--- src/rtl/miss_repair_controller_pkg.sv ---
// Shared constants and state encoding for the cache miss-repair path.
package miss_repair_controller_pkg;

  localparam int DCACHE_LINE_WORDS = 4;
  localparam int ROB_ENTRIES       = 32;

  typedef enum logic [2:0] {
    IDLE,
    MREQ,
    WAIT,
    RESP,
    DONE
  } repair_state_t;

endpackage

--- src/rtl/miss_repair_controller.sv ---
// Fetches a missing cache line, streams it into the L1 fill port with store
// data merged in, and returns the missed word for loads.
module miss_repair_controller
  import miss_repair_controller_pkg::*;
#(
  parameter int LINE_WORDS = DCACHE_LINE_WORDS,
  parameter int ROB_IDX_W  = $clog2(ROB_ENTRIES)
) (
  input  logic                 clk_i,
  input  logic                 rst_i,
  input  logic                 flush_i,
  input  logic                 repair_req_i,
  input  logic [31:0]          repair_req_addr_i,
  input  logic [31:0]          repair_req_data_i,
  input  logic [ROB_IDX_W-1:0] repair_req_rob_idx_i,
  input  logic                 repair_is_store_i,
  output logic                 repair_ack_o,
  output logic                 repair_complete_o,
  output logic                 mem_req_o,
  output logic [31:0]          mem_req_addr_o,
  input  logic                 mem_req_ready_i,
  input  logic                 mem_rsp_valid_i,
  input  logic [31:0]          mem_rsp_data_i,
  output logic                 fill_en_o,
  output logic [31:0]          fill_addr_o,
  output logic [31:0]          fill_data_o,
  output logic                 fill_last_o,
  output logic                 ld_rsp_valid_o,
  output logic [31:0]          ld_rsp_data_o,
  output logic [ROB_IDX_W-1:0] ld_rsp_rob_idx_o
);

  localparam int OFF_W    = $clog2(LINE_WORDS);
  localparam int LINE_LSB = OFF_W + 2;
  localparam logic [OFF_W-1:0] LAST_BEAT = OFF_W'(LINE_WORDS - 1);

  repair_state_t        state;
  logic [31:2]          req_waddr;
  logic [31:0]          req_data;
  logic [ROB_IDX_W-1:0] req_rob_idx;
  logic                 req_is_store;
  logic                 drop;
  logic [OFF_W-1:0]     beat_cnt;
  logic [31:0]          ld_data;

  logic [31:0]      line_base;
  logic [OFF_W-1:0] word_off;
  logic             hit_word;
  logic             last_beat;

  assign line_base = {req_waddr[31:LINE_LSB], {LINE_LSB{1'b0}}};
  assign word_off  = req_waddr[LINE_LSB-1:2];
  assign hit_word  = (beat_cnt == word_off);
  assign last_beat = (beat_cnt == LAST_BEAT);

  // NOTE: state is updated with non-blocking assignments so every register
  // samples pre-edge values regardless of statement order.
  always_ff @(posedge clk_i or posedge rst_i) begin
    if (rst_i) begin
      state        <= IDLE;
      req_waddr    <= '0;
      req_data     <= '0;
      req_rob_idx  <= '0;
      req_is_store <= 1'b0;
      drop         <= 1'b0;
      beat_cnt     <= '0;
      ld_data      <= '0;
    end else begin
      // A flush only cancels the pending load result; the fill still finishes.
      if (flush_i && !req_is_store && (state inside {MREQ, WAIT, RESP}))
        drop <= 1'b1;

      case (state)
        IDLE: begin
          if (repair_req_i) begin
            req_waddr    <= repair_req_addr_i[31:2];
            req_data     <= repair_req_data_i;
            req_rob_idx  <= repair_req_rob_idx_i;
            req_is_store <= repair_is_store_i;
            beat_cnt     <= '0;
            drop         <= 1'b0;
            state        <= MREQ;
          end
        end
        MREQ: if (mem_req_ready_i) state <= WAIT;
        WAIT: begin
          if (mem_rsp_valid_i) begin
            if (!req_is_store && hit_word) ld_data <= mem_rsp_data_i;
            beat_cnt <= beat_cnt + 1'b1;
            if (last_beat) state <= req_is_store ? DONE : RESP;
          end
        end
        RESP:    state <= DONE;
        DONE:    state <= IDLE;
        default: state <= IDLE;
      endcase
    end
  end

  // NOTE: every output gets a default before the case so no latch is inferred.
  always_comb begin
    repair_ack_o      = 1'b0;
    repair_complete_o = 1'b0;
    mem_req_o         = 1'b0;
    mem_req_addr_o    = '0;
    fill_en_o         = 1'b0;
    fill_addr_o       = '0;
    fill_data_o       = '0;
    fill_last_o       = 1'b0;
    ld_rsp_valid_o    = 1'b0;
    ld_rsp_data_o     = '0;
    ld_rsp_rob_idx_o  = '0;
    case (state)
      IDLE: repair_ack_o = repair_req_i && !rst_i;
      MREQ: begin
        mem_req_o      = 1'b1;
        mem_req_addr_o = line_base;
      end
      WAIT: begin
        if (mem_rsp_valid_i) begin
          fill_en_o   = 1'b1;
          fill_addr_o = line_base + (32'(beat_cnt) << 2);
          fill_data_o = (req_is_store && hit_word) ? req_data : mem_rsp_data_i;
          fill_last_o = last_beat;
        end
      end
      RESP: begin
        ld_rsp_valid_o = !drop && !flush_i;
        if (ld_rsp_valid_o) begin
          ld_rsp_data_o    = ld_data;
          ld_rsp_rob_idx_o = req_rob_idx;
        end
      end
      DONE:    repair_complete_o = 1'b1;
      default: ;
    endcase
  end

endmodule

--- config.mk ---
export PLATFORM = sky130hd
export DESIGN_NAME = miss_repair_controller
export DESIGN_NICKNAME = d
export VERILOG_FILES = /design/src/rtl/miss_repair_controller_pkg.sv /design/src/rtl/miss_repair_controller.sv
export SDC_FILE = /design/constraint.sdc
export NUM_CORES = 1
export LEC_CHECK = 0
export CORE_UTILIZATION = 42
export CTS_BUF_LIST = sky130_fd_sc_hd__clkbuf_8 sky130_fd_sc_hd__clkbuf_16
export CTS_CLUSTER_SIZE = 14
export DETAILED_ROUTE_END_ITERATION = 10
export PLACE_DENSITY_LB_ADDON = 0.15
export SLEW_MARGIN = 10
export SYNTH_ARGS = -nofsm -noshare
export SYNTH_HDL_FRONTEND = slang
export SYNTH_SLANG_ARGS = --single-unit
--- constraint.sdc ---
create_clock -name clk_i -period 5.7 [get_ports clk_i]
set_clock_uncertainty 0.1 [all_clocks]
set_input_delay 1.14 -clock clk_i [delete_from_list [all_inputs] [get_ports clk_i]]
set_output_delay 1.14 -clock clk_i [all_outputs]
set_load 0.03 [all_outputs]
==> results list, run 1 <==
- At the worst endpoint, the arrival time is 3.47 ns.
- The count of nets left with antenna violations once routing finished came out at 0.
* Area used by sequential logic in the layout: 2650 µm²
- Largest net degree at the start of global routing: 74
- Measured along the x axis, the die boundary spans 115 µm.
* Leading post-synthesis cells by instance count: sky130_fd_sc_hd__dfrtp_1 (106), sky130_fd_sc_hd__and2_1 (97), sky130_fd_sc_hd__mux2_2 (90), sky130_fd_sc_hd__nand2_1 (66), sky130_fd_sc_hd__mux2i_1 (32)
- Source-to-sink clock delay at the later pin of the worst-skew pair: 0.34 ns
- Summing all multi-input logic gate instances after layout gives 2560 µm².
- H-Tree Level Count: 3
- Avg WL per Cell: 16.1 µm
- Broken down by cell family, the worst path's largest delay share belongs to buffers and inverters.
- Summed over all nets, the half-perimeter wirelength after detailed placement is 9.72 mm.
* Fraction of post-synthesis cell area in the top cell type by area: 49.1%
- Among all stages on the critical path, the largest delay is contributed by sky130_fd_sc_hd__clkdlybuf4s50_1.
- Derived from the worst setup path, the maximum achievable clock frequency is 0.212 GHz.
- Setup total negative slack: 0 ns
* Busiest metal layer after global routing: met2
- Of all nets on the critical path, the largest fanout is 73.
* Part of the power in the clock network: 20.5%
- The signal on the critical path passes through clkdlybuf4s50_1 -> and4bb_4 -> buf_12 -> nand2_1 -> mux2i_1 -> clkdlybuf4s50_1.
* Post-synth cell types: 29
* # nets final: 802
* Number of synthesized flops with an enable pin: 0
- TritonCTS built the clock tree.
- Overflow after GRT: 0
* Cell types with the largest area share after synthesis: sky130_fd_sc_hd__dfrtp_1 (49%), sky130_fd_sc_hd__mux2_2 (19%), sky130_fd_sc_hd__and2_1 (11%), sky130_fd_sc_hd__mux2i_1 (5.9%), sky130_fd_sc_hd__nand2_1 (4.6%)
- Internal power comes to 2.40 mW.
- Clock slew at the register clock pins of the worst setup and hold paths: 0.06 ns
- Total buffers and inverters traversed by the critical path: 3
* Global-route usage over all layers: 21.6%
- Setup crit start kind: primary input
- The final layout contains routed wiring with a total length of 14.0 mm.
* Worst min-delay path category: reg -> reg
* Number of iterations in the first detailed-routing pass: 4
- Peak per-stage delay on the critical path: 0.72 ns
- Number of hold violations in the final report: 0
* # setup viols final: 0
- The die covers 13300 µm².
- Data on the critical path is required at its endpoint by 4.46 ns.
* Most frequent cell after synthesis: sky130_fd_sc_hd__dfrtp_1
* Antenna violations before repair: 0
- The number of antenna diodes in the final layout is 0.
- Port-buffer cells: 238
- Net switching is 34.9% of the power.
- For met3 alone, demand over resource in global routing was 6.06%.
- Number of buffers on the longest clock path: 2
- Global placer's final weighted congestion: 0.732
- Detailed routing inserted a total of 4176 vias.
* Initial DRC count: 142
- Layout fillers: 983
- After detailed routing, the number of vias per cell comes to 4.80.
- For this run, design rule violations remaining after detail routing come to 0.
- STA classifies the critical path endpoint as a primary output.
- Clock tree root buffer cell: sky130_fd_sc_hd__clkbuf_16
- Number of top-level pins: 247
- Number of buffers inserted for hold repair after clock tree synthesis: 0
- The share of the Yosys chip area taken by registers is 49.1%.
* Switching power: 1.29 mW
- Synthesis produced a netlist whose cell count is 472.
- The analysis attributes to cell leakage a power of 3.34 nW.
* Max_cap viols: 0
- Max-slew violation count: 0
* Global-route wire length before repair: 21.9 mm
- Compared with the post-synthesis result, the final layout area differs by 53.1%.
- The number of setup buffers added after CTS is 0.
- Share of async-settable or async-resettable flops after synthesis: 100%
- Counting stages on the worst path, the most repeated cell is sky130_fd_sc_hd__clkdlybuf4s50_1.
* Core outline area: 12600 µm²
* Transition time of the tightest slew-check pin: 0.957 ns
- Worst supply voltage drop on vdd: 0.284 mV
- In the global route stage, met2 resource usage came out at 37.2%.
- Met1 track demand over resource: 25.6%
- Run status: finished clean
- In this run the mean area of a mapped cell was 11.4 µm².
- For this run, the number of Yosys warnings is 0.
- Num Clock Sinks: 106
- Cts bufs inserted: 9
- Headroom to the max-slew limit came out at 36.2%.
- Worst slack on hold paths: 0.383 ns
- Starting utilization of the core area: 42.9%
* Vert. Die Dim: 115 µm
- Combinational logic is responsible for 44.0% of the overall power.
- sky130_fd_sc_hd__dfrtp_1 takes more of the synthesized area than any other cell.
- The routed design could run at a clock period as short as 4.71 ns.
- Std cell rows: 41
* Setup repair after global routing missed its margin: no
- Category of the most critical setup path: in -> out
- The share of total power dissipated in sequential elements is 35.5%.
- In the synthesized netlist the dominant register cell turns out to be sky130_fd_sc_hd__dfrtp_1.
- Power per cell area: 446 nW/µm²
* Post-synthesis sequential element count: 106
- Total standard cell area after synthesis: 5400 µm²
- Vias in the first global route: 4248
* Layout cells sized above 1: 17.3%
- Of the available clock period, the critical path in the final layout requires 82.7%.
- Resize count post-CTS: 0
per-stage QoR:
| stage | std cells | utilization [%] | instance area [µm²] | power, mW | setup slack (ns) |
|---|---|---|---|---|---|
| 2_1_floorplan | 477 | - | 5420 | 2.38 | 0.594 |
| 3_3_place_gp | 854 | 62.8 | 7900 | 2.90 | 1.04 |
| 3_5_place_dp | 854 | 62.8 | 7900 | 2.96 | 0.997 |
| 4_1_cts | 870 | 65.8 | 8270 | 3.74 | 0.976 |
| 5_1_grt | 870 | 65.8 | 8270 | 3.90 | 0.862 |
| 6_report | 870 | 65.8 | 8270 | 3.68 | 0.986 |
power groups by stage:
stage | clock [mW] | combinational (mW) | sequential [mW]
final | 0.756 | 1.62 | 1.31
after global routing | 0.804 | 1.74 | 1.36
after CTS | 0.777 | 1.65 | 1.31
after detailed placement | 0 | 1.64 | 1.32
after global placement | 0 | 1.60 | 1.30
after floorplan | 0 | 1.15 | 1.23
layout by cell type, fill, tap and decap left out, types with 2 or more instances in the layout:
master and count:
sky130_fd_sc_hd__inv_1 2, sky130_fd_sc_hd__and2_1 97, sky130_fd_sc_hd__mux2_1 11, sky130_fd_sc_hd__nor2_1 6, sky130_fd_sc_hd__dfrtp_1 106, sky130_fd_sc_hd__xor2_1 2, sky130_fd_sc_hd__conb_1 6, sky130_fd_sc_hd__clkbuf_16 9
sky130_fd_sc_hd__bufinv_16 4, sky130_fd_sc_hd__buf_4 7, sky130_fd_sc_hd__nor3b_2 2, sky130_fd_sc_hd__a21oi_1 2, sky130_fd_sc_hd__nor4b_4 2, sky130_fd_sc_hd__mux2_2 90, sky130_fd_sc_hd__a31oi_1 2, sky130_fd_sc_hd__mux2i_1 32
sky130_fd_sc_hd__clkdlybuf4s50_1 238, sky130_fd_sc_hd__nand2b_1 2, sky130_fd_sc_hd__nand2_1 66
flip-flops by register name (all words and copies together) (netlist names):
name	count
req_is_store	1
req_rob_idx	5
drop	1
req_data	32
ld_data	32
req_waddr	30
beat_cnt	2
state	3
worst register-to-register path: stages, from the launching register on:
cell                       delay, ns
sky130_fd_sc_hd__dfrtp_1        0.48
sky130_fd_sc_hd__and4bb_4       0.63
sky130_fd_sc_hd__buf_12         0.34
sky130_fd_sc_hd__nor4b_4        0.25
sky130_fd_sc_hd__buf_4          0.44
sky130_fd_sc_hd__mux2_2         0.41
path summary, 6_finish.rpt:
path | from | end | slack, ns | cells past startpoint
worst max-delay path | mem_rsp_valid_i | fill_data_o[2] | 0.99 | 6
worst min-delay path | ld_data[23] | ld_data[23] | 0.38 | 1
worst max register to register | state[2] | ld_data[16] | 2.94 | 5
worst min register to register | ld_data[23] | ld_data[23] | 0.38 | 1
max in group asynchronous | rst_i | ld_data[1] | 3.20 | 3
min in group asynchronous | rst_i | beat_cnt[0] | 1.10 | 2
area by class of cell:
cell class	instances	area share (%)
Tap cell	172	2.60
Timing Repair Buffer	246	29.7
Clock inverter	6	1.56
Inverter	2	0.121
Multi-Input combinational cell	328	31.0
Clock buffer	10	2.89
Sequential cell	106	32.1
layer usage:
layer	share of wire [%]	wire length, µm	vias up
met2	52	7250	125
li1	-	-	1990
met3	6.0	843	15
met1	41	5690	2046
met5	0	0	-
met4	1.8	255	0
logic make-up after synthesis:
group	share of synthesized area [%]
buffers and inverters	4.22
DFF	49.1
adders and majority gates	0.232
other	0.0695
xor gates and xnor gates	0.325
muxes	27.0
and+or+nand+nor	18.3
AOI/OAI and AO/OA	0.719
Power figures use the tool's default switching activity.
==> run 2, diff against run 1 <==
--- a/config.mk
+++ b/config.mk
@@ -5,7 +5,7 @@
 export SDC_FILE = /design/constraint.sdc
 export NUM_CORES = 1
 export LEC_CHECK = 0
-export CORE_UTILIZATION = 42
+export CORE_UTILIZATION = 38
 export CTS_BUF_LIST = sky130_fd_sc_hd__clkbuf_8 sky130_fd_sc_hd__clkbuf_16
 export CTS_CLUSTER_SIZE = 14
 export DETAILED_ROUTE_END_ITERATION = 10
==> constraint.sdc (replaced) <==
create_clock -name clk_i -period 4 [get_ports clk_i]
set_clock_uncertainty 0.1 [all_clocks]
set_input_delay 0.8 -clock clk_i [delete_from_list [all_inputs] [get_ports clk_i]]
set_output_delay 0.8 -clock clk_i [all_outputs]
set_load 0.03 [all_outputs]
==> results list, run 2 (synthesis gave the netlist of run 1 again) <==
* Port-buffer cells: 238 (unchanged)
- Avg WL per Cell: 15.7 µm (-2.9%)
- In the finished design, the share of the clock period the worst path needs comes to 90.4%.
- # nets final: 806 (+0.50%)
- The max-cap check violation count was 0 (unchanged).
- Overflow after GRT: 0 (unchanged)
- Setup fix buffers added after clock tree synthesis: 0 (unchanged)
- # setup viols final: 0 (unchanged)
- Hold Path Stages: 1 (unchanged)
* Startpoint of the tightest hold check path: ld_data[23]
- The final core utilization is 57.8% (-7.9 points).
* Antenna fix cells: 0 (unchanged)
* Number of vias per cell: 4.74 (-1.3%)
- Counting I/O delays and the setup requirement, the final critical path takes 3.62 ns.
* Nature of the critical path endpoint: primary output
* Tightest slew margin relative to the limit: 37.6% (+1.4 points)
* Std cell rows: 43 (+4.9%)
- The count of cells along the worst register-to-register path came to 5 (unchanged).
- The count of antenna-violating nets left after detailed routing is 0 (unchanged).
- TritonCTS clock tree: yes
- The sum of negative setup slack was 0 ns (unchanged).
- H-Tree Level Count: 3 (unchanged)
* Reg-to-Reg End: ld_data[1]
* Clock tree root buffer cell: sky130_fd_sc_hd__clkbuf_16
- Achievable frequency: 0.276 GHz
- The clock input transition at the sequential cells of the worst setup and hold paths is 0.06 ns (about the same).
* Commonest cells after routing, fill and taps aside: sky130_fd_sc_hd__clkdlybuf4s50_1 (158), sky130_fd_sc_hd__dfrtp_1 (106), sky130_fd_sc_hd__and2_1 (97)
- Width of the die: 121 µm (+5.0%)
- Data required, critical path: 3.10 ns (-1.36 ns)
- The count of boundary I/O pins was 247 (unchanged).
* Layout fillers: 1187 (+21%)
- The total leakage power was 3.48 nW (+4.3%).
- Final HPWL DP: 9.80 mm (+0.88%)
- Source of the critical timing path: flush_i
* Number of iterations in the first detailed-routing pass: 4 (unchanged)
- Top Registers: ld_data (32), req_data (32), req_waddr (30)
- Setup slack of the most critical reg-to-reg path: 1.44 ns (-1.50 ns)
* Largest net degree at the start of global routing: 71 (-4.1%)
- Number of buffers on the longest clock path: 2 (unchanged)
* Vias in the first global route: 4152 (-2.3%)
* Maximum net fanout on the critical path: 15 (-79%)
- Worst hold endpoint: ld_data[23]
- Arrival time reported for the critical path endpoint: 2.72 ns (-0.75 ns)
- The number of hold-slack violations in the final timing report is 0 (unchanged).
- Cts bufs inserted: 9 (unchanged)
* Number of buffers inserted for hold repair after clock tree synthesis: 0 (unchanged)
* Most frequent standard cell in the layout excluding fill and tap cells: sky130_fd_sc_hd__clkdlybuf4s50_1
- The count of final max-slew check failures came to 0 (unchanged).
- The y dimension of the die came to 121 µm (+5.0%).
- Global placer's final weighted congestion: 0.734 (+0.18%)
- The min-delay analysis places its worst path in the category reg -> reg.
* Core outline area: 13900 µm² (+10%)
- Resize count post-CTS: 0 (unchanged)
- Layout cells sized above 1: 29.0% (+12 points)
- Initial DRC count: 131 (-7.7%)
- Run status: finished clean
* Routed Wire Length: 13.8 mm (-1.6%)
- The post-layout total power was 5.00 mW (+36%).
* Area enclosed by the die boundary: 14700 µm² (+10%)
- The initial antenna violation count is 0 (unchanged).
- The total power density per cell area was 623 nW/µm² (+40%).
* Category of the most critical setup path: in -> out
* Setup repair after global routing missed its margin: no
- Setup crit start kind: primary input
* Global-route wire length before repair: 21.5 mm (-1.9%)
- The startpoint identified for the worst register-to-register timing path is state[2].
* Num Clock Sinks: 106 (unchanged)
- Total via count after detailed routing: 4173 (-0.072%)
- Area grow syn2layout: 48.7%
- The total routing usage reported by global routing was 19.2% (-2.5 points).
* Worst supply voltage drop on vdd: 0.371 mV (+31%)
- Starting utilization of the core area: 38.9% (-4.1 points)
- The remaining design rule violation count came to 0 (unchanged).
- The worst-margin pin slew came to 0.936 ns (-0.0212 ns).
- The clock latency of the later-clocked register in the worst-skew pair came to 0.35 ns (about the same).
==> run 2: final cells by class <==
cell class / instances / area [µm²] / share of cell area, %
clock inverters: 5 / 47.5 / 0.592
clock buffers: 10 / 239 / 2.98
flip-flops and latches: 106 / 2650 / 33.1
inverters: 2 / 11.3 / 0.140
multi-input cells: 328 / 2560 / 32.0
repair buffers: 250 / 2280 / 28.5
well taps: 180 / 225 / 2.81
==> run 2: worst max-delay path by stage <==
stage,endpoint,slack [ns],depth (start not counted)
floorplan,repair_ack_o,0.26,2
global placement,ld_rsp_rob_idx_o[1],0.40,5
detailed placement,ld_rsp_data_o[2],0.37,5
CTS,ld_rsp_data_o[2],0.35,5
global route,ld_rsp_data_o[31],0.30,5
finish,ld_rsp_data_o[2],0.38,5
==> run 2: per-stage QoR <==
step           setup slack [ns]  hold slack [ns]  area (µm²)  std cells
6_report                  0.383            0.388        8030        881
5_1_grt                   0.300            0.410        8030        881
4_1_cts                   0.350            0.391        8030        881
3_5_place_dp              0.369            0.375        7740        866
3_3_place_gp              0.401            0.360        7740        866
2_1_floorplan             0.261            0.349        5420        477
==> run 2: critical path, cell delays in order <==
cell	delay (ns)
sky130_fd_sc_hd__clkdlybuf4s50_1	0.44
sky130_fd_sc_hd__nor4b_2	0.37
sky130_fd_sc_hd__buf_4	0.27
sky130_fd_sc_hd__and2_1	0.16
sky130_fd_sc_hd__clkdlybuf4s50_1	0.67
==> run 2: report_power, final <==
| part | switching (mW) | internal (mW) |
|---|---|---|
| Combinational | 1.13 | 1.13 |
| Sequential | 0.301 | 1.56 |
| Clock | 0.382 | 0.493 |
| Total | 1.81 | 3.19 |
==> run 2: layer usage <==
metal	vias up	global-route usage [%]	wire length [µm]
met5	-	0	0
met4	0	5.17	231
met3	14	6.06	819
met2	114	33.0	7080
met1	2057	22.9	5680
li1	1988	-	-
==> run 3, diff against run 2 <==
--- a/config.mk
+++ b/config.mk
@@ -9,6 +9,7 @@
 export CTS_BUF_LIST = sky130_fd_sc_hd__clkbuf_8 sky130_fd_sc_hd__clkbuf_16
 export CTS_CLUSTER_SIZE = 14
 export DETAILED_ROUTE_END_ITERATION = 10
+export HOLD_SLACK_MARGIN = 0.06
 export PLACE_DENSITY_LB_ADDON = 0.15
 export SLEW_MARGIN = 10
 export SYNTH_ARGS = -nofsm -noshare
==> results of run 3 <==
The final DEF is identical to that of run 2; final timing and power are the same.
